`src/rtl/pulse_score_pkg.sv`:
```
// Shared defaults and elaboration helpers for the pulse-to-score chain.
// No ports; imported by pulse_score_counter.
package pulse_score_pkg;

  localparam int unsigned DefModM = 24;
  localparam int unsigned DefModN = 5;
  localparam int unsigned DefMaxM = 7;
  localparam int unsigned DefMaxN = 3;

  // True when an unsigned field of 'width' bits can hold 'max_value'.
  function automatic bit fits_width(input int unsigned width, input int unsigned max_value);
    if (width >= 32) begin
      return 1'b1;
    end
    return max_value < (32'd1 << width);
  endfunction

endpackage

```
`src/rtl/rise_pulse.sv`:
```
// Rising-edge detector for a level that is already synchronous to clock.
// Ports:
//   clock  - system clock
//   reset  - asynchronous active-low reset, clears edge history
//   clear  - synchronous clear of edge history (active-high)
//   sinal  - raw level input
//   pulso  - high in the first cycle sinal is seen high after it was low
// History clears to 0, so a level that is high when reset releases or
// after a clear produces one pulse.
module rise_pulse (
  input  logic clock,
  input  logic reset,
  input  logic clear,
  input  logic sinal,
  output logic pulso
);

  logic sinal_q;
  logic sinal_d;

  always_comb begin
    sinal_d = clear ? 1'b0 : sinal;
  end

  always_ff @(posedge clock or negedge reset) begin
    if (!reset) begin
      sinal_q <= 1'b0;
    end else begin
      sinal_q <= sinal_d;
    end
  end

  always_comb begin
    pulso = sinal & ~sinal_q;
  end

endmodule

```
`src/rtl/pulse_score_counter.sv`:
```
// Rising edges of sinal -> modulo-MOD_M event counter -> saturating score.
// Ports:
//   clock, reset (async active-low), zera_s (sync clear), conta (count enable)
//   sinal     - raw level input
//   pulso     - one-cycle rising-edge pulse
//   q_mod     - event counter, 0..MOD_M-1
//   fim_mod   - q_mod == MOD_M-1
//   meio_mod  - q_mod == MOD_M/2-1
//   tick      - one-cycle pulse on event counter wrap
//   q_max     - score, saturates at MAX_M
//   fim_max   - q_max == MAX_M
module pulse_score_counter
  import pulse_score_pkg::*;
#(
  parameter int unsigned MOD_M = DefModM,
  parameter int unsigned MOD_N = DefModN,
  parameter int unsigned MAX_M = DefMaxM,
  parameter int unsigned MAX_N = DefMaxN
) (
  input  logic             clock,
  input  logic             reset,
  input  logic             zera_s,
  input  logic             conta,
  input  logic             sinal,
  output logic             pulso,
  output logic [MOD_N-1:0] q_mod,
  output logic             fim_mod,
  output logic             meio_mod,
  output logic             tick,
  output logic [MAX_N-1:0] q_max,
  output logic             fim_max
);

  if (MOD_M < 2 || !fits_width(MOD_N, MOD_M - 1)) begin : gen_bad_mod
    $error("pulse_score_counter: MOD_M must be >= 2 and fit in MOD_N bits");
  end
  if (!fits_width(MAX_N, MAX_M)) begin : gen_bad_max
    $error("pulse_score_counter: MAX_M must fit in MAX_N bits");
  end

  localparam logic [MOD_N-1:0] ModLast = MOD_N'(MOD_M - 1);
  localparam logic [MOD_N-1:0] ModHalf = MOD_N'(MOD_M / 2 - 1);
  localparam logic [MAX_N-1:0] MaxTop  = MAX_N'(MAX_M);

  logic             pulse_raw;
  logic             ev;
  logic             tick_raw;
  logic [MOD_N-1:0] q_mod_q, q_mod_d;
  logic [MAX_N-1:0] q_max_q, q_max_d;

  rise_pulse u_rise_pulse (
    .clock (clock),
    .reset (reset),
    .clear (zera_s),
    .sinal (sinal),
    .pulso (pulse_raw)
  );

  // Counters use the ungated pulse: while reset is low their flops are held
  // cleared anyway, so reset only needs to mask the visible outputs.
  always_comb begin
    ev       = conta & pulse_raw;
    tick_raw = ev & (q_mod_q == ModLast);
  end

  always_comb begin
    q_mod_d = q_mod_q;
    q_max_d = q_max_q;
    if (zera_s) begin
      q_mod_d = '0;
      q_max_d = '0;
    end else if (ev) begin
      q_mod_d = (q_mod_q == ModLast) ? '0 : q_mod_q + MOD_N'(1);
      if (tick_raw && (q_max_q < MaxTop)) begin
        q_max_d = q_max_q + MAX_N'(1);
      end
    end
  end

  always_ff @(posedge clock or negedge reset) begin
    if (!reset) begin
      q_mod_q <= '0;
      q_max_q <= '0;
    end else begin
      q_mod_q <= q_mod_d;
      q_max_q <= q_max_d;
    end
  end

  always_comb begin
    pulso    = pulse_raw & reset;
    tick     = tick_raw & reset;
    q_mod    = q_mod_q;
    fim_mod  = (q_mod_q == ModLast);
    meio_mod = (q_mod_q == ModHalf);
    q_max    = q_max_q;
    fim_max  = (q_max_q == MaxTop);
  end

endmodule

```
`config.mk`:
```
export PLATFORM = sky130hd
export DESIGN_NAME = pulse_score_counter
export DESIGN_NICKNAME = d
export VERILOG_FILES = /design/src/rtl/pulse_score_pkg.sv /design/src/rtl/rise_pulse.sv /design/src/rtl/pulse_score_counter.sv
export SDC_FILE = /design/constraint.sdc
export NUM_CORES = 1
export LEC_CHECK = 0
export CAP_MARGIN = 20
export CELL_PAD_IN_SITES_DETAIL_PLACEMENT = 1
export CELL_PAD_IN_SITES_GLOBAL_PLACEMENT = 1
export CORE_UTILIZATION = 34
export CTS_BUF_LIST = sky130_fd_sc_hd__clkbuf_8 sky130_fd_sc_hd__clkbuf_16
export CTS_CLUSTER_DIAMETER = 60
export DETAILED_ROUTE_END_ITERATION = 8
export PLACE_DENSITY = 0.87
export SLEW_MARGIN = 10
export SYNTH_ARGS = -nofsm -noshare
export SYNTH_HDL_FRONTEND = slang
export SYNTH_SLANG_ARGS = --single-unit
```
`constraint.sdc`:
```
create_clock -name clock -period 3.3 [get_ports clock]
set_input_delay 0.33 -clock clock [delete_from_list [all_inputs] [get_ports clock]]
set_output_delay 0.33 -clock clock [all_outputs]
set_load 0.1 [all_outputs]
```
Word-level counts from Yosys, hierarchy flattened. Cells that the tools add are included.

Bits in latches: 0. Input bits: 5. Memory bits (read-only): 0. Memories kept: 0. Logic and storage cells: 26. Memory bits (writable): 0. Output and inout bits: 13. Flip-flop bits (word level): 9.

Multipliers: 0. Magnitude comparators: 1. Shift operators: 0. Bitwise logic cells: 6. Reductions and logical operators: 4. Div/mod/pow operators: 0. Muxes and demuxes: 7. Equal/unequal tests: 3. Add/sub/neg operators: 2.

Operators with widths (number): 5-bit 2-to-1 mux (3); 3-bit 2-to-1 mux (3); 5-bit by 1-bit adder with 5-bit output, second input constant (1); 1-bit AND (5); 5-bit by 4-bit == test with 1-bit output, second input constant (1); 5-bit == test, second input constant (1); 2-bit nonzero test (2); 3-bit by 1-bit adder with 3-bit output, second input constant (1); 3-bit == test, second input constant (1); 3-bit < comparator, second input constant (1); 2-bit AND reduction (1); 1-bit logical AND (1); 1-bit 2-to-1 mux (1); 1-bit inverter (1).

Depth between registers and ports, before layout. Gate-level depths: netlist of the first run.

Depth in word-level cells: 8. Gate-level depth with buffers: 5. Depth with buffers taken out: 5.

Cells and area by module. From an unflattened synthesis of the first run, not the netlist that was laid out.

Cells, all modules: 52. Area total of the unflattened synthesis: 521.8 µm².

Modules (own cells, without submodules): pulse_score_counter (sequential area each 200.2 µm², instances 1, cells an instance 49, area each 469.2 µm²); rise_pulse (sequential area each 25.0 µm², instances 1, cells an instance 3, area each 52.6 µm²).

Least setup slack after synthesis of the first run. OpenSTA, ideal clock, no wires.

Path kind: flip-flop to output port. Start point: register q_mod_q[0], in the netlist q_mod[0]. End point: output port meio_mod. Stages on the path, launching flop included: 3. Data required time: 2970 ps. Data arrival time: 4276 ps. Slack: -1306 ps. Buffers on the path: 0. Cell sequence: dfrtp_1 > ha_1 > nor4bb_1.

Longest elaborated chain between the ends: 1.

Ends and longest elaborated chain: start, declared (RTL line pulse_score_counter.sv:48) `logic [MOD_N-1:0] q_mod_q, q_mod_d;`; start signal, assigned (RTL line pulse_score_counter.sv:85) `q_mod_q <= q_mod_d;`; 5-bit by 4-bit == test with 1-bit output (RTL line pulse_score_counter.sv:95) `meio_mod = (q_mod_q == ModHalf);`; end, declared (RTL line pulse_score_counter.sv:28) `output logic meio_mod,`.

No other way between the ends.

Worst setup path in the final report of the first run.
Start point: register q_mod_q[2], in the netlist q_mod[2]. End point: output port q_mod[2].

RTL lines: end, declared (RTL line pulse_score_counter.sv:26) `output logic [MOD_N-1:0] q_mod,`.

No word-level cell between the ends.

==> out/summary.log, run 1 <==
qor: cells_and_area.num_antenna_cells 0
qor: cts.worst_setup_hold_path_clk_slew 50 ps
qor: synthesis.largest_family_of_logic_cells_by_synthesized_area simple AND/OR/NAND/NOR gates
qor: synthesis.yosys_register_bits 9
qor: critical_path.cp_slowest_stage_delay 1200 ps
qor: drt.drt_initial_violations 5
qor: placed_design.detailedPlacementHpwl 970 um
qor: cts.clock_sinks 9
qor: cts.cts_made_buffers 3
qor: critical_path.timing.critical_path.arrival 1960 ps
qor: synthesis.synth_fa_ha_area_frac 0.0735
qor: power.total_net_switching_power 0.0713 mW
qor: critical_path.timing.rr.end q_mod[3]
qor: critical_path.critical_path_required 2970 ps
qor: critical_path.worst-setup-path-type reg -> out
qor: timing.report.final.slew_viol_count 0
qor: power.total_power 0.275 mW
qor: cts.post-cts-setup-buffers 0
qor: grt.globalRoute.totalOverflow 0
qor: cts.postCtsHoldBufs 0
qor: timing.min_period_over_period 0.694
qor: min_path.hp-class in -> async
qor: synthesis.mappedNetlistNets 55
qor: critical_path.worstReg2RegStart q_mod[0]
qor: power.leakage 0.354 nW
qor: timing.worst_clock_skew 1.55 ps
qor: cts.cts_max_level 1
qor: timing.whs 420 ps
qor: drt.drt_drc_violations_left 0
qor: synthesis.avgSynthCellArea 10.9 um2
qor: grt.grt_antenna_before_repair 0
qor: timing.worst-slew-pin-transition 981 ps
qor: outcome.outcome finished clean
qor: power.pwr-share-seq 0.414
qor: cts.tritoncts built
qor: grt.number_of_global_route_vias_before_repair 435
qor: timing.report.final.hold_viol_count 0
qor: drt.drt-vias-per-instance 5.44
qor: synthesis.synth_compound_gate_area_share 0.113
qor: critical_path.cpMaxStageDelayCell sky130_fd_sc_hd__clkdlybuf4s50_1
qor: drt.route.vias.total 446
qor: critical_path.worstPathBufferInverterCount 1
qor: timing.tns 0 ps
qor: cts.ctsLongestPathBuffers 2
qor: synthesis.synth_area_in_xor_xnor 0.0172
qor: die.die_width 40.8 um
qor: synthesis.synth-seq-area-share 0.441
qor: cells_and_area.post_route_cells_drive_above_1_share 0.179
qor: critical_path.start_kind flip-flop
qor: synthesis.synthMuxAreaShare 0.0392
qor: die.initial_core_util 0.378
qor: critical_path.r2r.worst_path.cells 5
qor: grt.grt.total_usage 0.199
qor: drt.first_pass_iters 3
qor: cts.clock_tree.root_cell sky130_fd_sc_hd__clkbuf_8
qor: power.internal-power 0.204 mW
qor: critical_path.cp-end-kind output pin
qor: cts.clk_latency_worst_skew_pair 240 ps
qor: timing.timing.final.crit_period 2290 ps
qor: power.power.share.combinational 0.118
qor: critical_path.timing.critical_path.from q_mod[2]
qor: critical_path.rrSetupSlack 1650 ps
qor: cells_and_area.nNetsFinal 76
qor: power.clock_power_share 0.468
qor: cells_and_area.area_delta_synth_final 45.6%
qor: synthesis.yosys.cell_types.count 24
qor: cts.post_cts_resized 0
qor: power.vdd.ir_drop.worst 0.213 mV
qor: die.num_io_pins 18
qor: cells_and_area.fill_cells 151
qor: critical_path.cpLargestDelayFamily buffers and inverters
qor: synthesis.cell_area_after_synthesis 510 um2
qor: grt.grt_max_degree 12
qor: drt.drt_wl_total 1320 um
qor: placed_design.gp_congestion 0.641
qor: synthesis.synth_top_area_cell sky130_fd_sc_hd__dfrtp_1
qor: timing.achievable-frequency 436 MHz
qor: drt.antenna_violating_nets_post_route 0
qor: placed_design.numPortBuffers 17
qor: die.dieHeight 40.8 um
qor: synthesis.post_synth_inst_count 47
qor: power.swShare 0.259
qor: critical_path.crit_path_cell_trace clkdlybuf4s50_1
qor: power.power-per-cell-area 370 nW/um2
qor: synthesis.synth_area_leaders sky130_fd_sc_hd__dfrtp_1 44%, sky130_fd_sc_hd__ha_1 7.4%, sky130_fd_sc_hd__a21oi_1 4.9%, sky130_fd_sc_hd__nand2b_1 4.9%, sky130_fd_sc_hd__nand4b_4 4.7%
qor: critical_path.crit_cells 1
qor: grt.first_pass_grt_wire_length 2040 um
qor: synthesis.synth_top_cell_area_share 0.441
qor: synthesis.synth_warnings 0
qor: timing.finalSetupViolCount 0
qor: critical_path.critical_path.endpoint q_mod[2]
qor: critical_path.worst-path-max-fanout 6
qor: die.placementRows 13
qor: timing.timing.max_slew.rel_slack 0.344
qor: flow_run.max_cap_violations 0
qor: drt.drt-wirelength-per-cell 16.1 um
qor: synthesis.synthSimpleGateAreaFrac 0.301
qor: die.floorplan.core_area 1350 um2
qor: die.die_area 1660 um2
qor: timing.grt_setup_unrepaired no
## cells in the final DEF (no fill, tap or decap), drive strengths merged, types with 2 or more instances in the layout
| cell type | synthesis | final |
|---|---|---|
| clkbuf | 1 | 3 |
| ha | 3 | 3 |
| o21ai | 2 | 2 |
| nand4b | 2 | 2 |
| dfrtp | 9 | 9 |
| a21oi | 5 | 5 |
| buf | 0 | 5 |
| nand2 | 3 | 3 |
| mux2i | 2 | 2 |
| clkdlybuf4s50 | 0 | 12 |
| nand2b | 4 | 4 |
| inv | 1 | 2 |
| and3b | 2 | 2 |
| nand3 | 2 | 2 |
## power by group through the flow
| stage | clock network (mW) | logic (mW) | registers, mW |
|---|---|---|---|
| final | 0.129 | 0.0324 | 0.114 |
| after global routing | 0.139 | 0.0348 | 0.114 |
| after CTS | 0.133 | 0.0330 | 0.114 |
| after detailed placement | 0 | 0.0328 | 0.116 |
| after global placement | 0 | 0.0319 | 0.116 |
| after floorplan | 0 | 0.0120 | 0.123 |
## sequential cells by signal, summed over array words and instances (netlist names)
name / flops
u_rise_pulse.sinal_q: 1
q_mod: 5
q_max: 3
## layout make-up
class | instances | area [um2] | share of cell area
Clock buffer | 3 | 41.3 | 0.0556
Clock inverter | 1 | 3.75 | 0.00505
Inverter | 1 | 3.75 | 0.00505
Multi-Input combinational cell | 36 | 293 | 0.394
Sequential cell | 9 | 225 | 0.303
Tap cell | 15 | 18.8 | 0.0253
Timing Repair Buffer | 17 | 158 | 0.212
## kinds of logic after synthesis
group / after synthesis
simple gates: 21
compound gates: 9
flops: 9
fa+ha+maj: 3
buf+inv: 2
mux: 2
xor+xnor: 1
## worst min-delay path by stage
stage               cells past startpoint     start       end
finish                                  1     reset  q_mod[4]
global route                            1     reset  q_max[2]
CTS                                     1     reset  q_mod[4]
detailed placement                      2  q_mod[1]  q_mod[1]
global placement                        1  q_max[0]  q_max[0]
floorplan                               0     reset  q_max[0]
## stage by stage
step	instance area, um2	utilization	setup WS [ps]	instances
after floorplan	526	-	196	47
after global placement	698	0.517	1290	78
after detailed placement	698	0.517	1260	78
after CTS	743	0.551	997	82
after global routing	743	0.551	950	82
final	743	0.551	1010	82
## metal layers
layer  vias to the layer above  share of wire  wire length (um)  GRT usage
met4                         0          0.022                29      0.100
li1                        214              -                 -          -
met5                         -              0                 0          0
met2                        16           0.48               638      0.341
met3                         3          0.060                79     0.0652
met1                       213           0.43               574      0.217
## worst reg2reg max path: stages, from the launching register on
cell and delay [ps]:
sky130_fd_sc_hd__dfrtp_1 410, sky130_fd_sc_hd__ha_1 300, sky130_fd_sc_hd__nand4b_4 150, sky130_fd_sc_hd__inv_2 70, sky130_fd_sc_hd__or4_1 500, sky130_fd_sc_hd__a21oi_1 140
## cell usage after synthesis
library cell and count:
sky130_fd_sc_hd__nor2_1 1, sky130_fd_sc_hd__inv_2 1, sky130_fd_sc_hd__nor2b_1 1, sky130_fd_sc_hd__mux2i_1 2, sky130_fd_sc_hd__a311oi_2 1, sky130_fd_sc_hd__or4b_1 1
sky130_fd_sc_hd__nand3_1 2, sky130_fd_sc_hd__nand3b_1 1, sky130_fd_sc_hd__nand4b_1 1, sky130_fd_sc_hd__ha_1 3, sky130_fd_sc_hd__nor4bb_1 1, sky130_fd_sc_hd__xor2_1 1
sky130_fd_sc_hd__nand2_1 3, sky130_fd_sc_hd__dfrtp_1 9, sky130_fd_sc_hd__a21oi_1 5, sky130_fd_sc_hd__and3b_1 2, sky130_fd_sc_hd__or4_1 1, sky130_fd_sc_hd__nand2b_1 4
sky130_fd_sc_hd__clkbuf_1 1, sky130_fd_sc_hd__and3_1 1, sky130_fd_sc_hd__nand4b_4 1, sky130_fd_sc_hd__a211oi_1 1, sky130_fd_sc_hd__o21ai_0 2, sky130_fd_sc_hd__or3_1 1
Power figures use the tool's default switching activity.
==> run 2, diff against run 1 <==
CORE_UTILIZATION = 31   (was 34)
PLACE_DENSITY = 0.81   (was 0.87)
clock period = 2.4 ns   (was 3.3 ns; I/O delays follow)
==> run 2 against run 1 <==
  * Final area is 5.1% higher
  * Clock-buffer cell count stayed put
  * Wire length is 3.0% lower
  * Critical path type unchanged
  * Via count is 4.3% higher
==> out/summary.log, run 2 (synthesized netlist as in run 1, its figures left out) <==
qor: grt.number_of_global_route_vias_before_repair 459
qor: power.leakage 0.376 nW
qor: critical_path.worst-path-max-fanout 5
qor: drt.route.vias.total 465
qor: grt.grt_max_degree 12
qor: drt.drt_wl_total 1280 um
qor: die.placementRows 14
qor: critical_path.worst-setup-path-type reg -> out
qor: cts.post-cts-setup-buffers 0
qor: timing.worst_clock_skew 2.33 ps
qor: timing.min_period_over_period 0.765
qor: flow_run.max_cap_violations 0
qor: timing.report.final.hold_viol_count 0
qor: cells_and_area.most-common-layout-cells 11 x sky130_fd_sc_hd__buf_4, 5 x sky130_fd_sc_hd__a21oi_1, 5 x sky130_fd_sc_hd__dfrtp_1, 4 x sky130_fd_sc_hd__nand2b_1, 4 x sky130_fd_sc_hd__clkdlybuf4s50_1
qor: drt.antenna_violating_nets_post_route 0
qor: critical_path.r2r.worst_path.cells 5
qor: grt.groute.layer.met1.usage 0.199
qor: cts.ctsLongestPathBuffers 2
qor: cts.tritoncts built
qor: cells_and_area.nNetsFinal 77
qor: cts.clock_sinks 9
qor: cells_and_area.multi_input_area 294 um2
qor: power.vdd.ir_drop.worst 0.311 mV
qor: critical_path.rrSetupSlack 700 ps
qor: min_path.hp-class in -> async
qor: grt.met2_usage 0.274
qor: drt.drt-wirelength-per-cell 15.3 um
qor: placed_design.detailedPlacementHpwl 961 um
qor: drt.drt_drc_violations_left 0
qor: cts.worst_setup_hold_path_clk_slew 50 ps
qor: critical_path.start_kind flip-flop
qor: cells_and_area.sequential_cell_area 235 um2
qor: placed_design.numPortBuffers 17
qor: cts.post_cts_resized 0
qor: grt.grt_antenna_before_repair 0
qor: timing.worst-slew-pin-transition 385 ps
qor: die.die_width 42.6 um
qor: cells_and_area.largest_reg_flops 5
qor: die.num_io_pins 18
qor: drt.drt_initial_violations 4
qor: cts.postCtsHoldBufs 0
qor: cells_and_area.most_frequent_standard_cell_in_the_layout_excluding_fill_and_tap_cells sky130_fd_sc_hd__buf_4
qor: die.dieHeight 42.6 um
qor: timing.tns 0 ps
qor: cts.cts_made_buffers 3
qor: timing.grt_setup_unrepaired no
qor: die.die_area 1810 um2
qor: critical_path.critical_path_required 2160 ps
qor: cts.cts_max_level 1
qor: critical_path.cp-end-kind output pin
qor: cells_and_area.post_route_cells_drive_above_1_share 0.382
qor: timing.finalSetupViolCount 0
qor: grt.first_pass_grt_wire_length 2180 um
qor: outcome.outcome finished clean
qor: critical_path.timing.critical_path.arrival 1600 ps
qor: timing.timing.final.crit_period 1840 ps
qor: power.power-per-cell-area 487 nW/um2
qor: grt.gr_util_met3 0.0431
qor: critical_path.worstReg2RegStart q_mod[0]
qor: die.initial_core_util 0.335
qor: critical_path.timing.rr.end q_mod[3]
qor: timing.achievable-frequency 545 MHz
qor: grt.grt.total_usage 0.168
qor: placed_design.gp_congestion 0.719
qor: die.floorplan.core_area 1520 um2
qor: drt.drt-vias-per-instance 5.54
qor: cells_and_area.num_antenna_cells 0
qor: timing.timing.max_slew.rel_slack 0.743
qor: cts.clock_tree.root_cell sky130_fd_sc_hd__clkbuf_8
qor: cells_and_area.fill_cells 167
qor: timing.report.final.slew_viol_count 0
qor: timing.whs 254 ps
qor: cts.clk_latency_worst_skew_pair 230 ps
qor: cells_and_area.area_delta_synth_final 52.9%
qor: grt.global_route.peak_usage_layer met2
qor: drt.first_pass_iters 3
qor: grt.globalRoute.totalOverflow 0
[run 2: cell type report]
cell class,count,area share
clock buffer,3,0.0529
clock inverter,1,0.00481
inverter,1,0.00481
multi-input combinational,36,0.377
sequential,9,0.301
tap,16,0.0256
timing repair buffer,18,0.234
[run 2: worst max-delay path, cell delays in order, from the launching register on]
cell and delay, ps:
sky130_fd_sc_hd__dfrtp_4 490, sky130_fd_sc_hd__ha_1 280, sky130_fd_sc_hd__nand4b_4 140, sky130_fd_sc_hd__inv_2 70
sky130_fd_sc_hd__and3_2 210, sky130_fd_sc_hd__buf_12 160
[run 2: metal layers]
layer,vias to the layer above,wire [um]
met3,3,54
met2,16,629
met4,0,22
met1,228,575
li1,218,-
met5,-,0
[run 2: worst max path at each step]
stage / end / start / cells after the start
6_report: tick / q_mod[0] / 5
5_1_grt: tick / q_mod[0] / 5
4_1_cts: tick / q_mod[0] / 5
3_5_place_dp: q_mod[3] / sinal / 4
3_3_place_gp: q_mod[4] / sinal / 4
2_1_floorplan: meio_mod / q_mod[3] / 1
[run 2: metrics by stage]
stage	cells	instance area (um2)	total power, mW	setup WS [ps]	utilization
after global routing	84	781	0.399	475	0.512
final	84	781	0.380	564	0.512
after floorplan	47	537	0.187	40.8	-
after CTS	84	781	0.386	548	0.512
after detailed placement	80	736	0.208	640	0.483
after global placement	80	736	0.208	711	0.483
[run 2: report_power, final]
group	switching [mW]	leakage (nW)	internal, mW
clock network	0.0625	0.0269	0.112
logic	0.0309	0.232	0.0170
registers	0.00248	0.117	0.155
total	0.0959	0.376	0.284
==> run 3, diff against run 2 <==
CORE_UTILIZATION = 28   (was 31)
PLACE_DENSITY = 0.77   (was 0.81)
clock period = 1.45 ns   (was 2.4 ns; I/O delays follow)
==> run 3 against run 2 <==
  * The flow now finishes with violations (negative setup slack)
  * Wire length rose by 36%
  * Combinational power rose by 130%
  * Clock power rose by 68%
  * Via count rose by 11%
  * Setup slack got worse by 690 ps
==> out/summary.log, run 3 (synthesized netlist as in run 1, its figures left out) <==
qor: power.leakage 0.455 nW
qor: power.swShare 0.263
qor: cts.worst_setup_hold_path_clk_slew 50 ps
qor: placed_design.detailedPlacementHpwl 1230 um
qor: timing.report.final.slew_viol_count 0
qor: cells_and_area.post_route_cells_drive_above_1_share 0.605
qor: critical_path.rrSetupSlack -90 ps
qor: cts.clk_latency_worst_skew_pair 230 ps
qor: timing.timing.max_slew.rel_slack 0.678
qor: die.die_width 44.7 um
qor: outcome.outcome finished with violations
qor: grt.grt_max_degree 12
qor: die.floorplan.core_area 1730 um2
qor: grt.grt_antenna_before_repair 0
qor: timing.timing.final.crit_period 1570 ps
qor: cells_and_area.area_delta_synth_final 114%
qor: power.power-per-cell-area 607 nW/um2
qor: cells_and_area.nNetsFinal 90
qor: die.placementRows 15
qor: critical_path.critical_path_required 1310 ps
qor: cells_and_area.num_antenna_cells 0
qor: cts.ctsLongestPathBuffers 2
qor: drt.drt-wirelength-per-cell 16.5 um
qor: timing.min_period_over_period 1.09
qor: placed_design.gp_congestion 0.689
qor: drt.antenna_violating_nets_post_route 0
qor: timing.timing.final.ws_setup -125 ps
qor: critical_path.worst-setup-path-type reg -> out
qor: timing.worst_clock_skew 1.97 ps
qor: power.power.share.combinational 0.166
qor: cts.postCtsHoldBufs 0
qor: timing.finalSetupViolCount 8
qor: cts.cts_made_buffers 3
qor: power.internal-power 0.490 mW
qor: timing.grt_setup_unrepaired yes
qor: die.die_area 2000 um2
qor: grt.number_of_global_route_vias_before_repair 575
qor: cts.cts_max_level 1
qor: power.pwr-share-seq 0.393
qor: die.initial_core_util 0.296
qor: drt.drt-vias-per-instance 4.86
qor: critical_path.timing.critical_path.arrival 1430 ps
qor: timing.tns -538 ps
qor: timing.worst-slew-pin-transition 481 ps
qor: drt.drt_drc_violations_left 0
qor: cells_and_area.most-common-layout-cells 13 x sky130_fd_sc_hd__buf_12, 13 x sky130_fd_sc_hd__buf_4, 5 x sky130_fd_sc_hd__dfrtp_4, 4 x sky130_fd_sc_hd__nand2b_1, 4 x sky130_fd_sc_hd__clkdlybuf4s50_1
qor: critical_path.worstReg2RegStart q_mod[0]
qor: power.total_net_switching_power 0.174 mW
qor: grt.first_pass_grt_wire_length 2730 um
qor: timing.achievable-frequency 635 MHz
qor: die.dieHeight 44.7 um
qor: cts.clock_tree.root_cell sky130_fd_sc_hd__clkbuf_8
qor: grt.grt.total_usage 0.197
qor: drt.drt_wl_total 1740 um
qor: cts.clock_sinks 9
qor: critical_path.timing.critical_path.from q_mod[0]
qor: drt.drt_initial_violations 8
qor: power.total_power 0.664 mW
qor: outcome.failed_checks negative setup slack
qor: drt.route.vias.total 515
qor: min_path.hp-class in -> async
qor: placed_design.numPortBuffers 17
qor: cells_and_area.largest_reg_flops 5
qor: critical_path.cp-end-kind output pin
qor: die.num_io_pins 18
qor: drt.first_pass_iters 4
qor: flow_run.max_cap_violations 0
qor: critical_path.worst-path-max-fanout 5
qor: critical_path.start_kind flip-flop
qor: timing.report.final.hold_viol_count 0
qor: cts.tritoncts built
qor: power.vdd.ir_drop.worst 0.387 mV
qor: grt.globalRoute.totalOverflow 0
qor: power.clock_power_share 0.441
run 3: cell types whose count changed in the layout (fill, tap and decap cells not counted), sizes merged:
cell | previous run | this run
buf | 14 | 27
run 3: critical path, cell delays in order, from the launching register on:
cell	delay, ps
sky130_fd_sc_hd__dfrtp_4	420
sky130_fd_sc_hd__ha_4	160
sky130_fd_sc_hd__nand4b_4	160
sky130_fd_sc_hd__inv_8	90
sky130_fd_sc_hd__and3_4	190
sky130_fd_sc_hd__buf_12	170
run 3: layout make-up:
class,instances,area (um2)
multi-input combinational,36,349
inverter,1,11.3
fill,177,633
clock inverter,1,3.75
sequential,9,248
timing repair buffer,31,409
tap,25,31.3
clock buffer,3,41.3
run 3: power groups by stage:
stage	clock, mW	sequential (mW)	combinational (mW)
2_1_floorplan	0	0.283	0.0284
3_3_place_gp	0	0.264	0.100
3_5_place_dp	0	0.265	0.104
4_1_cts	0.297	0.261	0.105
5_1_grt	0.307	0.261	0.115
6_report	0.293	0.261	0.110
run 3: metal layers:
| metal | GRT usage | part of all wire |
|---|---|---|
| met5 | 0 | 0 |
| met4 | 0.0909 | 0.0057 |
| met3 | 0.0400 | 0.033 |
| met2 | 0.359 | 0.55 |
| met1 | 0.219 | 0.41 |
run 3: repair_timing:
action | in CTS | in global routing
buffers inserted | 2 | 3
resized for setup | 1 | 4
pin swaps | 1 | 1
setup endpoints to repair | 7 | 10
run 3: per-stage QoR:
stage	setup WS, ps	area, um2	instances	utilization	hold slack (ps)
finish	-125	1090	106	0.633	120
global route	-168	1090	106	0.633	120
CTS	-125	1050	103	0.611	112
detailed placement	-219	992	97	0.575	362
global placement	-122	992	97	0.575	366
floorplan	-577	597	47	-	-151
run 3: final timing paths:
kind,cells after the start,end
max,5,tick
min,1,q_mod[2]
max reg2reg,5,q_max[1]
min reg2reg,2,q_max[0]
max in group asynchronous,2,q_mod[1]
min in group clock,2,q_max[0]
